$ cat src/rtl/uart_frame_parser.sv
// uart_frame_parser
//   Parses a byte stream of packets into a command FIFO and a data FIFO.
//   Packet: header {instr, lenf}, optional length-extension byte, L payload
//   bytes, optional XOR checksum byte.
// Ports:
//   clk, rst          rising-edge clock, synchronous active-high reset
//   rx_data/valid/rdy byte input handshake (accept = rx_valid && rx_ready)
//   cmd_wr/instr/len/err, cmd_free   command FIFO write port + free count
//   data_wr/byte, data_free          data FIFO write port + free count
//   pkt_error, err_code              error pulse + code of the last error
//                                    (1 checksum, 2 timeout, 3 data FIFO full)
//   busy                             high while a packet is in progress
module uart_frame_parser #(
    parameter int INSTR_W     = 4,
    parameter int LEN_W       = 4,
    parameter int EXT_LEN     = 1,
    parameter int CHK_EN      = 1,
    parameter int TIMEOUT_CYC = 1000,
    parameter int FREE_W      = 8
) (
    input  logic               clk,
    input  logic               rst,
    input  logic [7:0]         rx_data,
    input  logic               rx_valid,
    output logic               rx_ready,
    output logic               cmd_wr,
    output logic [INSTR_W-1:0] cmd_instr,
    output logic [7:0]         cmd_len,
    output logic               cmd_err,
    input  logic [FREE_W-1:0]  cmd_free,
    output logic               data_wr,
    output logic [7:0]         data_byte,
    input  logic [FREE_W-1:0]  data_free,
    output logic               pkt_error,
    output logic [1:0]         err_code,
    output logic               busy
);

    localparam logic [2:0] S_IDLE  = 3'd0;
    localparam logic [2:0] S_EXT   = 3'd1;
    localparam logic [2:0] S_SPACE = 3'd2;
    localparam logic [2:0] S_PAY   = 3'd3;
    localparam logic [2:0] S_CHK   = 3'd4;

    localparam int TMO_W    = (TIMEOUT_CYC > 1) ? $clog2(TIMEOUT_CYC) : 1;
    localparam int TMO_LAST = (TIMEOUT_CYC > 0) ? TIMEOUT_CYC - 1 : 0;
    localparam int CMP_W    = (FREE_W > 8) ? FREE_W : 8;

    logic [2:0]         state;
    logic [INSTR_W-1:0] instr_r;
    logic [7:0]         len_r;
    logic [7:0]         cnt;
    logic [7:0]         chk_acc;
    logic [TMO_W-1:0]   tmo;
    logic               ovf_seen;

    logic               accept;
    logic [INSTR_W-1:0] hdr_instr;
    logic [LEN_W-1:0]   hdr_lenf;
    logic               hdr_ext;
    logic [7:0]         dec_len;
    logic               space_ok;
    logic [2:0]         dec_next;
    logic               dec_issue;
    logic               timeout;
    logic [7:0]         cnt_inc;

    always_comb begin
        rx_ready = 1'b1;
        if (state == S_SPACE) begin
            rx_ready = 1'b0;
        end else if (state == S_PAY && data_free == '0) begin
            rx_ready = 1'b0;
        end
        busy      = (state != S_IDLE);
        accept    = rx_valid && rx_ready;
        hdr_instr = rx_data[7:8-INSTR_W];
        hdr_lenf  = rx_data[LEN_W-1:0];
        hdr_ext   = (EXT_LEN != 0) && (&hdr_lenf);
        cnt_inc   = cnt + 8'd1;
        timeout   = (TIMEOUT_CYC != 0) && (tmo == TMO_W'(TMO_LAST));

        // Length the post-header decision is based on, depending on where it is made.
        case (state)
            S_IDLE:  dec_len = 8'(hdr_lenf);
            S_EXT:   dec_len = rx_data;
            default: dec_len = len_r;
        endcase
        space_ok = (cmd_free != '0) && (CMP_W'(data_free) >= CMP_W'(dec_len));

        // Shared decision for IDLE, EXT and SPACE exits; dec_issue means the
        // packet is complete right now (zero length, no checksum).
        dec_issue = 1'b0;
        if (!space_ok) begin
            dec_next = S_SPACE;
        end else if (dec_len != 8'd0) begin
            dec_next = S_PAY;
        end else if (CHK_EN != 0) begin
            dec_next = S_CHK;
        end else begin
            dec_next  = S_IDLE;
            dec_issue = 1'b1;
        end
    end

    always_ff @(posedge clk) begin
        if (rst) begin
            state     <= S_IDLE;
            instr_r   <= '0;
            len_r     <= '0;
            cnt       <= '0;
            chk_acc   <= '0;
            tmo       <= '0;
            ovf_seen  <= 1'b0;
            cmd_wr    <= 1'b0;
            cmd_instr <= '0;
            cmd_len   <= '0;
            cmd_err   <= 1'b0;
            data_wr   <= 1'b0;
            data_byte <= '0;
            pkt_error <= 1'b0;
            err_code  <= '0;
        end else begin
            cmd_wr    <= 1'b0;
            data_wr   <= 1'b0;
            pkt_error <= 1'b0;
            case (state)
                S_IDLE: begin
                    tmo <= '0;
                    if (accept) begin
                        instr_r  <= hdr_instr;
                        chk_acc  <= rx_data;
                        cnt      <= '0;
                        ovf_seen <= 1'b0;
                        len_r    <= dec_len;
                        if (hdr_ext) begin
                            state <= S_EXT;
                        end else begin
                            state <= dec_next;
                            if (dec_issue) begin
                                cmd_wr    <= 1'b1;
                                cmd_instr <= hdr_instr;
                                cmd_len   <= dec_len;
                                cmd_err   <= 1'b0;
                            end
                        end
                    end
                end
                S_EXT: begin
                    if (accept) begin
                        len_r   <= rx_data;
                        chk_acc <= chk_acc ^ rx_data;
                        tmo     <= '0;
                        state   <= dec_next;
                        if (dec_issue) begin
                            cmd_wr    <= 1'b1;
                            cmd_instr <= instr_r;
                            cmd_len   <= dec_len;
                            cmd_err   <= 1'b0;
                        end
                    end else if (timeout) begin
                        state     <= S_IDLE;
                        pkt_error <= 1'b1;
                        err_code  <= 2'd2;
                    end else if (TIMEOUT_CYC != 0) begin
                        tmo <= tmo + 1'b1;
                    end
                end
                S_SPACE: begin
                    tmo <= '0;
                    if (space_ok) begin
                        state <= dec_next;
                        if (dec_issue) begin
                            cmd_wr    <= 1'b1;
                            cmd_instr <= instr_r;
                            cmd_len   <= len_r;
                            cmd_err   <= 1'b0;
                        end
                    end
                end
                S_PAY: begin
                    if (accept) begin
                        data_wr   <= 1'b1;
                        data_byte <= rx_data;
                        chk_acc   <= chk_acc ^ rx_data;
                        cnt       <= cnt_inc;
                        tmo       <= '0;
                        if (cnt_inc == len_r) begin
                            if (CHK_EN != 0) begin
                                state <= S_CHK;
                            end else begin
                                state     <= S_IDLE;
                                cmd_wr    <= 1'b1;
                                cmd_instr <= instr_r;
                                cmd_len   <= len_r;
                                cmd_err   <= 1'b0;
                            end
                        end
                    end else if (timeout) begin
                        state     <= S_IDLE;
                        pkt_error <= 1'b1;
                        err_code  <= 2'd2;
                        cmd_wr    <= 1'b1;
                        cmd_instr <= instr_r;
                        cmd_len   <= cnt;
                        cmd_err   <= 1'b1;
                    end else begin
                        if (TIMEOUT_CYC != 0) begin
                            tmo <= tmo + 1'b1;
                        end
                        // Full data FIFO is reported once per packet, not per stalled cycle.
                        if (data_free == '0 && !ovf_seen) begin
                            ovf_seen  <= 1'b1;
                            pkt_error <= 1'b1;
                            err_code  <= 2'd3;
                        end
                    end
                end
                S_CHK: begin
                    if (accept) begin
                        state     <= S_IDLE;
                        tmo       <= '0;
                        cmd_wr    <= 1'b1;
                        cmd_instr <= instr_r;
                        cmd_len   <= len_r;
                        cmd_err   <= (chk_acc != rx_data);
                        if (chk_acc != rx_data) begin
                            pkt_error <= 1'b1;
                            err_code  <= 2'd1;
                        end
                    end else if (timeout) begin
                        state     <= S_IDLE;
                        pkt_error <= 1'b1;
                        err_code  <= 2'd2;
                        cmd_wr    <= 1'b1;
                        cmd_instr <= instr_r;
                        cmd_len   <= cnt;
                        cmd_err   <= 1'b1;
                    end else if (TIMEOUT_CYC != 0) begin
                        tmo <= tmo + 1'b1;
                    end
                end
                default: state <= S_IDLE;
            endcase
        end
    end

endmodule
$ cat config.mk
export PLATFORM = sky130hd
export DESIGN_NAME = uart_frame_parser
export DESIGN_NICKNAME = d
export VERILOG_FILES = /design/src/rtl/uart_frame_parser.sv
export SDC_FILE = /design/constraint.sdc
export NUM_CORES = 1
export LEC_CHECK = 0
export CAP_MARGIN = 20
export CORE_UTILIZATION = 55
export CTS_BUF_LIST = sky130_fd_sc_hd__clkbuf_16
export DETAILED_ROUTE_END_ITERATION = 10
export DONT_BUFFER_PORTS = 1
export GPL_TIMING_DRIVEN = 0
export PLACE_DENSITY = 0.73
export SKIP_LAST_GASP = 1
export SLEW_MARGIN = 25
export SYNTH_ARGS = -nofsm -noshare
export SYNTH_HDL_FRONTEND = slang
export SYNTH_SLANG_ARGS = --single-unit
$ cat constraint.sdc
create_clock -name clk -period 5.08 [get_ports clk]
set_input_delay 1.27 -clock clk [delete_from_list [all_inputs] [get_ports clk]]
set_output_delay 1.27 -clock clk [all_outputs]
set_load 0.03 [all_outputs]
# Word level (Yosys, flattened, before mapping)
# Index checks and enable logic that the tools add are counted.
[op_classes] n_addsub=2 n_lt_le_gt_ge=1 eq_ne=20 mux=61 bitwise_logic=2 n_reduce_logical=31
[ops] cell="8-bit case mux with 2 select lines" n=5
[ops] cell="8-bit two-way mux" n=8
[ops] cell="3-bit two-way mux" n=10
[ops] cell="10-bit two-way mux" n=2
[ops] cell="10-bit case mux with 2 select lines" n=1
[ops] cell="1-bit two-way mux" n=18
[ops] cell="8-bit nonzero test" n=2
[ops] cell="3-bit case mux with 5 select lines" n=1
[ops] cell="2-bit two-way mux" n=7
[ops] cell="2-bit != test (second input constant)" n=7
[ops] cell="4-bit two-way mux" n=3
[ops] cell="3-bit AND reduction" n=4
[ops] cell="10-bit by 1-bit adder with 10-bit output (second input constant)" n=1
[ops] cell="10-bit == test (second input constant)" n=1
[ops] cell="5-bit AND reduction" n=2
[ops] cell="2-bit nonzero test" n=5
[ops] cell="8-bit by 1-bit adder with 8-bit output (second input constant)" n=1
[ops] cell="8-bit == test" n=1
[ops] cell="8-bit greater-or-equal comparator" n=1
[ops] cell="8-bit logical NOT" n=1
[ops] cell="8-bit != test" n=1
[ops] cell="4-bit case mux with 2 select lines" n=1
[ops] cell="2-bit AND reduction" n=4
[ops] cell="8-bit bitwise XOR" n=1
[ops] cell="17 further kinds" n=29
[totals] ff_bits=68 input_bits=27 out_inout_bits=28 elab_cells=132

# Logic depth before layout (Yosys ltp)
[depth] word_depth=8 ltp_mapped=12 depth_no_buf=10

# Least setup slack after synthesis
# OpenSTA, ideal clock, no wires.
[synth_path] kind="input -> output" start="in data_free[5]" end="out rx_ready" t_arrival_ns=2.362 required_time_ns=3.810 path_slack_ns=1.448 stages=4 path_buffers=1 path_cell_list="or4_4 > buf_6 > o21ai_0 > nand2_1"
[synth_via] elab_chain_cells=4
[synth_lines] item="start, declared" line_no="33" text="input logic [FREE_W-1:0] data_free,"
[synth_lines] item="8-bit logical NOT" line_no="72" text="end else if (state == S_PAY && data_free == '0) begin"
[synth_lines] item="1-bit logical AND" line_no="72"
[synth_lines] item="1-bit two-way mux" line_no="72"
[synth_lines] item="1-bit two-way mux" line_no="70" text="if (state == S_SPACE) begin"
[synth_lines] item="end, declared" line_no="25" text="output logic rx_ready,"
# No other way between the ends.

# Worst setup path after layout
[layout_path] start="in data_free[1]" end="out rx_ready"
# The elaborated chain is that of the path after synthesis.

==> impl_summary.log <==
INFO  metric max_cap_violations = 0
INFO  metric worst-endpoint-required = approximately 3.8 ns
INFO  metric most_area_hungry_cell_type_in_the_yosys_netlist = sky130_fd_sc_hd__dfxtp_1
INFO  metric io_buffer_count = 0
INFO  metric synth_seq_area_share = 34.3%
INFO  metric timing.max_slew.rel_slack = 52.4%
INFO  metric placement_rows = 30
INFO  metric drive_gt1_share = between 10 and 15%
INFO  metric synth-edff-count = 0
INFO  metric syn-cell-area = between 3000 and 4000 um^2
INFO  metric totalWireLength = ~10,000 um
INFO  metric drc = 0
INFO  metric route.antenna.remaining_nets = 0
INFO  metric finish.utilization = ~64%
INFO  metric synth_top_flop_cell = sky130_fd_sc_hd__dfxtp_1
INFO  metric run_status = finished clean
INFO  metric pin_count_of_the_biggest_net_entering_global_routing = 15
INFO  metric worstSetupEndpointType = output port
INFO  metric synthesis.nets = 539
INFO  metric top_level_ports = 55
INFO  metric placed_area = around 4100 um^2
INFO  metric grt_first_pass_wirelength = between 15,000 and 20,000 um
INFO  metric hold_path.startpoint = instr_r[3]$_SDFFE_PP0P_
INFO  metric worst_hold_path.num_cells = 2
INFO  metric detail_route.first_pass.iterations = 6
INFO  metric worst-slew-pin-transition = about 0.71 ns
INFO  metric worstRegToRegCells = 11
INFO  metric post-route-cell-area = around 4400 um^2
INFO  metric cells_after_synth = 502
INFO  metric fill_cells = 622
INFO  metric path_clk_slew = approximately 0.06 ns
INFO  metric dr.first_iter.drc_count = 401
INFO  metric post-route-period-util = approximately 74%
INFO  metric routabilityCongestion = 0.902
INFO  metric worst-r2r-setup-slack = 1.91 ns
INFO  metric post_cts_setup_buffers = 0
INFO  metric ctsHoldBuffers = 0
INFO  metric slew_limit_fails = 0
INFO  metric yosys-top-cells-count = sky130_fd_sc_hd__nand2_1, sky130_fd_sc_hd__dfxtp_1, sky130_fd_sc_hd__a21oi_1, sky130_fd_sc_hd__nor2_1, sky130_fd_sc_hd__o21ai_0
INFO  metric worst_setup_sp_type = input pin
INFO  metric finalHoldViolations = 0
INFO  metric finalClockSkew = between 0.008 and 0.009 ns
INFO  metric achievable-frequency = 0.267 GHz
INFO  metric worst_r2r_endpoint = state[1]$_SDFFE_PP0P_
INFO  metric route.vias.total = 3,726
INFO  metric worst_ir_drop_vdd = roughly 0.28 mV
INFO  metric fp.coreArea = just under 7000 um^2
INFO  metric crit_type = in -> out
INFO  metric synth.most_common_cell = sky130_fd_sc_hd__nand2_1
INFO  metric synthArstFlopShare = 0%
INFO  metric drt-vias-per-instance = a little over 6
INFO  metric crit_fanout = 6
INFO  metric worst_hold_path_type = reg -> reg
INFO  metric fin_crit = ~3.7 ns
INFO  metric synth_top_area_share = about 34%
INFO  metric tns = 0 ns
INFO  metric global_route.overflow_total = 0
INFO  metric vias_in_the_first_global_route = roughly 3,500
INFO  metric max-clock-path-buffers = 2
INFO  metric post_synth_main_area_contributors = sky130_fd_sc_hd__dfxtp_1, sky130_fd_sc_hd__nand2_1, sky130_fd_sc_hd__a21oi_1
INFO  metric n_antenna_cell = 0
INFO  metric dp_hpwl = roughly 7500 um
INFO  metric post_synth_num_cell_types = 64
INFO  metric die_area = 7560 um^2
INFO  metric initial_utilization = between 50% and 60%
INFO  metric die_x = around 87 um
INFO  metric grt_util_all_layers = between 20% and 30%
INFO  metric yosysWarnings = 0
INFO  metric timing.rr.start = state[1]$_SDFFE_PP0P_
INFO  metric cp.arrival = 2.47 ns
INFO  metric setup-violations-final = 0
INFO  metric layout.nets = 550
INFO  metric detail_route.wl_per_cell = 16.7 um
INFO  metric cts_num_sinks = 68
INFO  metric whs_endpoint = instr_r[3]$_SDFFE_PP0P_
INFO  metric p_leak = 1.54 nW
INFO  metric syn_avg_cell_area = 7.90 um^2
INFO  metric cts_repair_resize_count = 0
INFO  metric initial_antenna_violation_count = 0
INFO  metric cts_tree = built
INFO  metric ctsRootBufferMaster = sky130_fd_sc_hd__clkbuf_16
INFO  metric ys_ff_latch = approximately 70
INFO  metric power_density = about 420 nW/um^2
INFO  metric clk_latency = approximately 0.33 ns
INFO  metric area_growth_syn_to_layout = 10.8%
INFO  metric numCtsBuffers = 9
INFO  metric die_h = approximately 87 um
INFO  metric clock_tree.htree_level_count = 3
INFO  metric unrepaired_setup_endpoints_after_global_routing = false
## worst max-delay path by stage
stage | end | from
after detailed placement | state[1]$_SDFFE_PP0P_ | rx_data[7]
final | rx_ready | data_free[1]
after floorplan | rx_ready | data_free[5]
after CTS | rx_ready | data_free[1]
after global routing | rx_ready | data_free[1]
after global placement | state[1]$_SDFFE_PP0P_ | rx_data[7]
## logic make-up (layout without fill, tap and decap cells)
group / count (synthesis) / count (layout) / share of synthesized area, %
DFF: 68 / 68 / 34.3
AOI/OAI and AO/OA: 129 / 129 / 22.4
xor gates and xnor gates: 25 / 25 / 5.52
and+or+nand+nor: 210 / 210 / 25.6
buffers and inverters: 47 / 63 / 5.64
adders and majority gates: 10 / 10 / 3.15
muxes: 13 / 13 / 3.31
## through the flow
step           total power, mW  instances  worst slack [ns]  hold slack [ns]
2_1_floorplan             1.09        502              1.45            0.460
6_report                  1.86        614              1.34            0.499
3_3_place_gp              1.20        598              1.05            0.482
3_5_place_dp              1.22        598              1.03            0.486
4_1_cts                   1.86        614              1.34            0.505
5_1_grt                   1.97        614              1.25            0.537
## registers in the layout, indices dropped and copies added, names as in the netlist
signal     count
chk_acc        8
ovf_seen       1
pkt_error      1
data_wr        1
cnt            8
cmd_len        8
data_byte      8
len_r          8
cmd_wr         1
cmd_instr      4
instr_r        4
state          3
err_code       2
tmo           10
cmd_err        1
## worst max-delay path: stages
cell	delay [ns]
sky130_fd_sc_hd__or4_1	0.51
sky130_fd_sc_hd__buf_2	0.19
sky130_fd_sc_hd__o21ai_0	0.22
sky130_fd_sc_hd__nand2_1	0.28
## metal layers
metal / vias to the layer above / GRT usage [%] / wire (um)
met4: 0 / 9.70 / 127
met2: 158 / 46.5 / 4830
met1: 1745 / 37.8 / 4430
met5: - / 0 / 0
li1: 1810 / - / -
met3: 13 / 7.11 / 849
## cell usage in the layout (no fill, tap or decap), drive strengths merged, types with 12 or more instances in the layout
cell / instances
mux2i: 12
nor2: 52
nand3: 18
xnor2: 13
dfxtp: 68
o21ai: 34
nand2: 75
buf: 14
clkbuf: 36
xor2: 12
a21oi: 49
## where the power goes
group          switching (mW)  internal [mW]  total [mW]
Sequential             0.0696          0.581       0.651
Clock                   0.259          0.389       0.647
Combinational           0.362          0.205       0.567
## layout make-up
cell class	count	area (um^2)	area share, %
multi-input cells	387	2380	54.2
inverters	6	22.5	0.512
clock buffers	9	225	5.12
flip-flops and latches	68	1360	31.0
plain buffers	41	201	4.58
well taps	96	120	2.73
clock inverters	7	82.6	1.88
Power figures use the tool's default switching activity.
